`src/rtl/uart_tx_arbiter_pkg.sv`:
```
// Shared types and constants for the UART transmit arbiter and its serializer.
package uart_tx_arbiter_pkg;

   typedef enum logic {
      StIdle,
      StLocked
   } arb_state_e;

   // 8N1 frame: start + 8 data + stop
   localparam int unsigned FrameBits = 10;

   function automatic int unsigned cycles_per_bit(input int unsigned clk_hz,
                                                  input int unsigned baud);
      return clk_hz / baud;
   endfunction

endpackage

```
`src/rtl/uart_tx_serializer.sv`:
```
// 8N1 serializer: accepts a byte when idle and shifts it out LSB first on tx_o.
module uart_tx_serializer
   import uart_tx_arbiter_pkg::*;
#(
   parameter int unsigned CyclesPerBit = 10
) (
   input  logic       clk_i,
   input  logic       rst_ni,
   input  logic       valid_i,
   input  logic [7:0] data_i,
   output logic       idle_o,
   output logic       tx_o
);

   localparam int unsigned CntW = (CyclesPerBit > 1) ? $clog2(CyclesPerBit) : 1;
   localparam logic [CntW-1:0] CntLast = CntW'(CyclesPerBit - 1);
   localparam logic [3:0] BitLast = 4'(FrameBits - 1);

   logic            active_q, active_d;
   logic [3:0]      bit_q, bit_d;
   logic [CntW-1:0] cnt_q, cnt_d;
   logic [8:0]      shift_q, shift_d;
   logic            tx_q, tx_d;
   logic            bit_end;

   assign bit_end = (cnt_q == CntLast);
   // Idle already on the final stop-bit cycle so a follow-on byte starts with no gap.
   assign idle_o  = !active_q || (bit_end && (bit_q == BitLast));
   assign tx_o    = tx_q;

   always_comb begin
      active_d = active_q;
      bit_d    = bit_q;
      cnt_d    = cnt_q;
      shift_d  = shift_q;
      tx_d     = tx_q;
      if (valid_i && idle_o) begin
         active_d = 1'b1;
         bit_d    = '0;
         cnt_d    = '0;
         shift_d  = {1'b1, data_i};
         tx_d     = 1'b0;
      end else if (active_q) begin
         if (bit_end) begin
            cnt_d = '0;
            if (bit_q == BitLast) begin
               active_d = 1'b0;
               tx_d     = 1'b1;
            end else begin
               bit_d   = bit_q + 4'd1;
               tx_d    = shift_q[0];
               shift_d = {1'b1, shift_q[8:1]};
            end
         end else begin
            cnt_d = cnt_q + CntW'(1);
         end
      end
   end

   always_ff @(posedge clk_i or negedge rst_ni) begin
      if (!rst_ni) begin
         active_q <= 1'b0;
         bit_q    <= '0;
         cnt_q    <= '0;
         shift_q  <= '1;
         tx_q     <= 1'b1;
      end else begin
         active_q <= active_d;
         bit_q    <= bit_d;
         cnt_q    <= cnt_d;
         shift_q  <= shift_d;
         tx_q     <= tx_d;
      end
   end

endmodule

```
`src/rtl/uart_tx_arbiter.sv`:
```
// Round-robin arbiter granting one byte-stream requester at a time onto a shared UART line,
// with the grant held for a whole message and revoked after an idle timeout.
module uart_tx_arbiter
   import uart_tx_arbiter_pkg::*;
#(
   parameter int unsigned CLOCK_FREQUENCY = 50000000,
   parameter int unsigned UART_BAUD_RATE  = 9600,
   parameter int unsigned NUM_REQUESTERS  = 4,
   parameter int unsigned LOCK_TIMEOUT    = 65536
) (
   input  logic                        clock,
   input  logic                        reset,
   input  logic [NUM_REQUESTERS-1:0]   req_valid,
   input  logic [8*NUM_REQUESTERS-1:0] req_data,
   input  logic [NUM_REQUESTERS-1:0]   req_last,
   output logic [NUM_REQUESTERS-1:0]   req_ready,
   output logic                        uart_tx,
   output logic                        busy,
   output logic [2:0]                  grant_id
);

   localparam int unsigned CyclesPerBit = cycles_per_bit(CLOCK_FREQUENCY, UART_BAUD_RATE);
   localparam int unsigned TmoW = 21;
   localparam logic [TmoW-1:0] TmoLast = TmoW'(LOCK_TIMEOUT - 1);
   localparam logic [2:0] LastIdx = 3'(NUM_REQUESTERS - 1);

   arb_state_e                  state_q, state_d;
   logic [2:0]                  grant_q, grant_d;
   logic [2:0]                  rr_q, rr_d;
   logic [TmoW-1:0]             tmo_q, tmo_d;
   logic [2:0]                  pick, next_ptr;
   logic [3:0]                  pick_sum;
   logic                        any_valid;
   logic [2*NUM_REQUESTERS-1:0] valid_dbl, valid_shift;
   logic [NUM_REQUESTERS-1:0]   valid_rot;
   logic                        ser_idle, accept;
   logic                        g_valid, g_last;
   logic [7:0]                  g_data;

   always_comb begin
      g_valid = 1'b0;
      g_last  = 1'b0;
      g_data  = '0;
      for (int unsigned i = 0; i < NUM_REQUESTERS; i++) begin
         if (grant_q == 3'(i)) begin
            g_valid = req_valid[i];
            g_last  = req_last[i];
            g_data  = req_data[8*i +: 8];
         end
      end
   end

   // Rotate so bit 0 is requester rr_q, then take the lowest set bit.
   assign valid_dbl   = {req_valid, req_valid};
   assign valid_shift = valid_dbl >> rr_q;
   assign valid_rot   = valid_shift[NUM_REQUESTERS-1:0];

   always_comb begin
      pick      = rr_q;
      pick_sum  = '0;
      any_valid = 1'b0;
      for (int unsigned k = 0; k < NUM_REQUESTERS; k++) begin
         if (!any_valid && valid_rot[k]) begin
            any_valid = 1'b1;
            pick_sum  = {1'b0, rr_q} + 4'(k);
            if (pick_sum >= 4'(NUM_REQUESTERS)) begin
               pick_sum = pick_sum - 4'(NUM_REQUESTERS);
            end
            pick = pick_sum[2:0];
         end
      end
   end

   assign next_ptr = (grant_q == LastIdx) ? 3'd0 : grant_q + 3'd1;
   assign accept   = (state_q == StLocked) && g_valid && ser_idle;

   always_comb begin
      state_d = state_q;
      grant_d = grant_q;
      rr_d    = rr_q;
      tmo_d   = tmo_q;
      unique case (state_q)
         StIdle: begin
            if (any_valid) begin
               state_d = StLocked;
               grant_d = pick;
               tmo_d   = '0;
            end
         end
         StLocked: begin
            if (accept) begin
               tmo_d = '0;
               if (g_last) begin
                  state_d = StIdle;
                  rr_d    = next_ptr;
               end
            end else if (ser_idle && !g_valid) begin
               if (tmo_q == TmoLast) begin
                  state_d = StIdle;
                  rr_d    = next_ptr;
                  tmo_d   = '0;
               end else begin
                  tmo_d = tmo_q + TmoW'(1);
               end
            end
         end
         default: state_d = StIdle;
      endcase
   end

   always_ff @(posedge clock or negedge reset) begin
      if (!reset) begin
         state_q <= StIdle;
         grant_q <= '0;
         rr_q    <= '0;
         tmo_q   <= '0;
      end else begin
         state_q <= state_d;
         grant_q <= grant_d;
         rr_q    <= rr_d;
         tmo_q   <= tmo_d;
      end
   end

   always_comb begin
      req_ready = '0;
      for (int unsigned i = 0; i < NUM_REQUESTERS; i++) begin
         req_ready[i] = (state_q == StLocked) && ser_idle && (grant_q == 3'(i));
      end
   end

   assign busy     = (state_q == StLocked) || !ser_idle;
   assign grant_id = grant_q;

   uart_tx_serializer #(
      .CyclesPerBit(CyclesPerBit)
   ) u_serializer (
      .clk_i  (clock),
      .rst_ni (reset),
      .valid_i(accept),
      .data_i (g_data),
      .idle_o (ser_idle),
      .tx_o   (uart_tx)
   );

endmodule

```
`config.mk`:
```
export PLATFORM = sky130hd
export DESIGN_NAME = uart_tx_arbiter
export DESIGN_NICKNAME = d
export VERILOG_FILES = /design/src/rtl/uart_tx_arbiter_pkg.sv /design/src/rtl/uart_tx_serializer.sv /design/src/rtl/uart_tx_arbiter.sv
export SDC_FILE = /design/constraint.sdc
export NUM_CORES = 1
export LEC_CHECK = 0
export CAP_MARGIN = 30
export CORE_MARGIN = 8
export CORE_UTILIZATION = 56
export CTS_CLUSTER_DIAMETER = 200
export DETAILED_ROUTE_END_ITERATION = 8
export GPL_ROUTABILITY_DRIVEN = 1
export HOLD_SLACK_MARGIN = 0.12
export PLACE_DENSITY = 0.87
export SETUP_SLACK_MARGIN = 0.15
export SYNTH_ARGS = -nofsm -noshare
export SYNTH_HDL_FRONTEND = slang
export SYNTH_HIERARCHICAL = 1
export SYNTH_SLANG_ARGS = --single-unit
```
`constraint.sdc`:
```
create_clock -name clock -period 3.7 [get_ports clock]
set_input_delay 0.37 -clock clock [delete_from_list [all_inputs] [get_ports clock]]
set_output_delay 0.37 -clock clock [all_outputs]
set_load 0.01 [all_outputs]
```
==> reports/metrics.cfg <==
[placed_design]
place_area_um2 = 4408
routabilityCongestion = 0.9507
dp_hpwl_um = 6809
pre_cts_slack_ns = 0.8255
numPortBuffers = 50

[synthesis]
yosysTopAreaCellShare_pct = 29.43
synth_simple_gate_area_share_pct = 25.21
yosys_warnings = 6
syn-num-nets = 478
synth-seq-cells = 55
ys_top_cells_by_area = dfrtp_1 (29%), dfstp_2 (6.0%), o221ai_2 (5.8%), nand2_1 (3.4%), nor2_1 (3.0%)
yosysSeqAreaShare_pct = 35.48
synth-edff-count = 0
synthCells = 427
muxShareOfSynthArea_pct = 3.007
synth_cell_types = 77
synth_async_sr_flop_share_pct = 100.0
synth_top_family_by_area = compound AO/OA/AOI/OAI gates
synth_compound_area_share_pct = 26.84
avgSynthCellArea_um2 = 9.160
synth_area_um2 = 3911
synth_ff_type = dfrtp_1
synth_area_leader_cell = dfrtp_1
synth_fa_ha_area_share_pct = 2.879
synth_xor_xnor_area_share_pct = 0

[setup_path]
worst-path-buf-inv = 1
slowest_delay_ns = 0.59
path_cells = ha_1 > and4_1 > a31oi_2 > nor2_1 > nand2_1 > nor3b_1 > clkdlybuf4s50_1
crit_type = reg2out
required_ns = 3.33
ff2ff_path_depth = 9
path_delay_family = simple AND/OR/NAND/NOR gates
crit_path_end_kind = primary output
worst_setup_path_start_kind = register
path_max_fanout = 8
worstPathArrival_ns = 2.93
slowest_stage = clkdlybuf4s50_1
crit_cells = 7

[min_path]
hp-class = in2async

[layout]
final_area_um2 = 4521
seqCellArea_um2 = 1388
fillers = 522
layout.nets = 516
multi_input_area_um2 = 2266
area_growth_pct = 15.58
diodes = 0
final_util_pct = 66.54
drive_above_1_share_pct = 13.30

[drt]
wl_per_cell_um = 16.53
ant_nets = 0
met2WireLength_um = 4374
m1WireLength_um = 4151
drt-total-wl_um = 9288
routed.top_layer = met4
first_pass_iters = 5
num_vias = 3517
vias_per_cell = 6.258
drcViolationCount = 0
drt_iter0_drc = 222
route.met3.wl_um = 599

[die]
die_x_um = 99.57
io_pins = 51
core_um2 = 6794
design.die.area_um2 = 9914
die_h_um = 99.57
fp-row-count = 30
start_util_pct = 57.57

[grt]
globalRouteTotalUtil_pct = 19.44
first_global_vias = 3539
grt_overflow_total = 0
antenna_found_initial = 0
grt_max_degree = 38
grt_pass1_wl_um = 16220

[power_and_ir_drop]
combPwrFrac_pct = 8.1
switchingPower_uw = 233.1
vdd.ir_drop.worst_mv = 0.1426
switching_share_pct = 21.66
clockPowerShare_pct = 36.0
internal-power_uw = 843.1
p_per_area_nw_per_um2 = 238.1
power_mw = 1.076
seqPwrFrac_pct = 55.9
power.leakage_nw = 1.761

[cts]
cts_resized = 0
cts_root_buffer = clkbuf_8
cts-htree-levels = 2
ctsHoldBuffers = 0
cts.sinks = 55
clockBufferDepth = 2
clock_latency_ns = 0.31
postCtsSetupBuffers = 0
path_clk_slew_ns = 0.09
tritoncts = done
numCtsBuffers = 5

[sta]
fin_worst_skew_ns = 0.004428
final.setup.worst_slack_ns = 0.3953
tightest_slew_ns = 0.8417
setup_viol = 0
rsz0062_at_grt = no
finalCritPeriodShare_pct = 89.32
period_minus_slack_ns = 3.305
slew_headroom_pct = 43.89
finalSetupTns_ns = 0
report.final.slew_viol_count = 0
final_hold_viol_count = 0
fmax_mhz = 302.6

[run_status]
status = complete, no violations

[job]
maxCapViolCount = 0

[stage by stage]
stage | std cells | hold WS (ns)
detailed placement | 554 | 0.4968
CTS | 562 | 0.1763
finish | 562 | 0.1583
global route | 562 | 0.2072
global placement | 554 | 0.4910
floorplan | 427 | 0.07441
[metal layers]
| metal | vias to the layer above | global-route usage, % |
|---|---|---|
| met3 | 20 | 5.447 |
| met1 | 1677 | 24.62 |
| met4 | 0 | 6.170 |
| li1 | 1695 | - |
| met5 | - | 0 |
| met2 | 125 | 31.20 |
[area by class of cell]
type / count / share of cell area [%]
multi-input cells: 320 / 50.12
repair buffers: 54 / 11.62
clock inverters: 1 / 0.1107
flip-flops and latches: 55 / 30.69
well taps: 96 / 2.657
inverters: 29 / 2.408
clock buffers: 7 / 2.380
[final timing paths]
| kind | slack (ns) | end | start |
|---|---|---|---|
| worst min-delay path | 0.16 | u_serializer/cnt_q[7] | reset |
| worst max-delay path | 0.40 | req_ready[1] | u_serializer/cnt_q[0] |
| min in group clock | 0.51 | u_serializer/shift_q[6] | u_serializer/shift_q[6] |
| worst max register to register | 0.84 | u_serializer/shift_q[5] | grant_id[0] |
| worst min register to register | 0.51 | u_serializer/shift_q[6] | u_serializer/shift_q[6] |
| max in group asynchronous | 2.78 | u_serializer/cnt_q[0] | reset |
[cells in the mapped netlist, types with 2 or more instances]
cell and count:
and4_1 2, o22ai_1 9, and2_1 2, a21oi_1 21
o211ai_1 3, o21a_1 2, nor4_1 4, and3_1 3
o221ai_2 15, nor3b_1 5, nand4b_1 2, o21ai_0 16
a31oi_1 9, nand3b_1 4, a41oi_1 3, or3_1 3
nor2b_1 13, a311oi_1 2, mux2i_1 8, a221oi_1 9
buf_6 7, nor2_1 31, o2111ai_1 3, or2_2 2
dfrtp_1 46, o21ai_1 7, a2bb2oi_1 7, inv_1 28
nand3_1 20, ha_1 9, nand2_1 35, dfstp_2 9
nor3_1 13, nand2b_1 4, clkbuf_1 10, buf_2 4
nand4_1 16, and3b_1 2
[sequential cells by signal, indices dropped and copies added (netlist names)]
name                   count
grant_id                   3
rr_q                       3
state_q                    1
tmo_q                     21
u_serializer/active_q      1
u_serializer/bit_q         4
u_serializer/cnt_q        13
u_serializer/shift_q       8
u_serializer/tx_o          1
[power groups by stage]
stage	clock, mW	sequential (mW)	combinational [mW]
4_1_cts	0.400	0.601	0.0880
3_3_place_gp	0	0.613	0.0866
3_5_place_dp	0	0.613	0.0876
6_report	0.388	0.601	0.0871
2_1_floorplan	0	0.613	0.0247
5_1_grt	0.417	0.601	0.0963
[cells in the final DEF (no fill, tap or decap), drive strengths merged, types with 6 or more instances in the layout]
master / n
o221ai: 16
nand2: 36
a2bb2oi: 7
a31oi: 11
nor2: 32
nor3: 13
clkbuf: 7
nand3: 20
o21ai: 24
ha: 9
dfstp: 9
clkdlybuf4s50: 49
nor2b: 13
nor4: 6
inv: 28
a221oi: 9
o22ai: 9
nand4: 18
mux2i: 8
a21oi: 22
dfrtp: 46
[logic make-up (layout without fill, tap and decap cells)]
kind of cell	Yosys count	count (layout)
compound gates	127	127
buf+inv	52	91
fa+ha+maj	9	9
simple gates	174	174
flops	55	55
mux	10	10
Power figures use the tool's default switching activity.
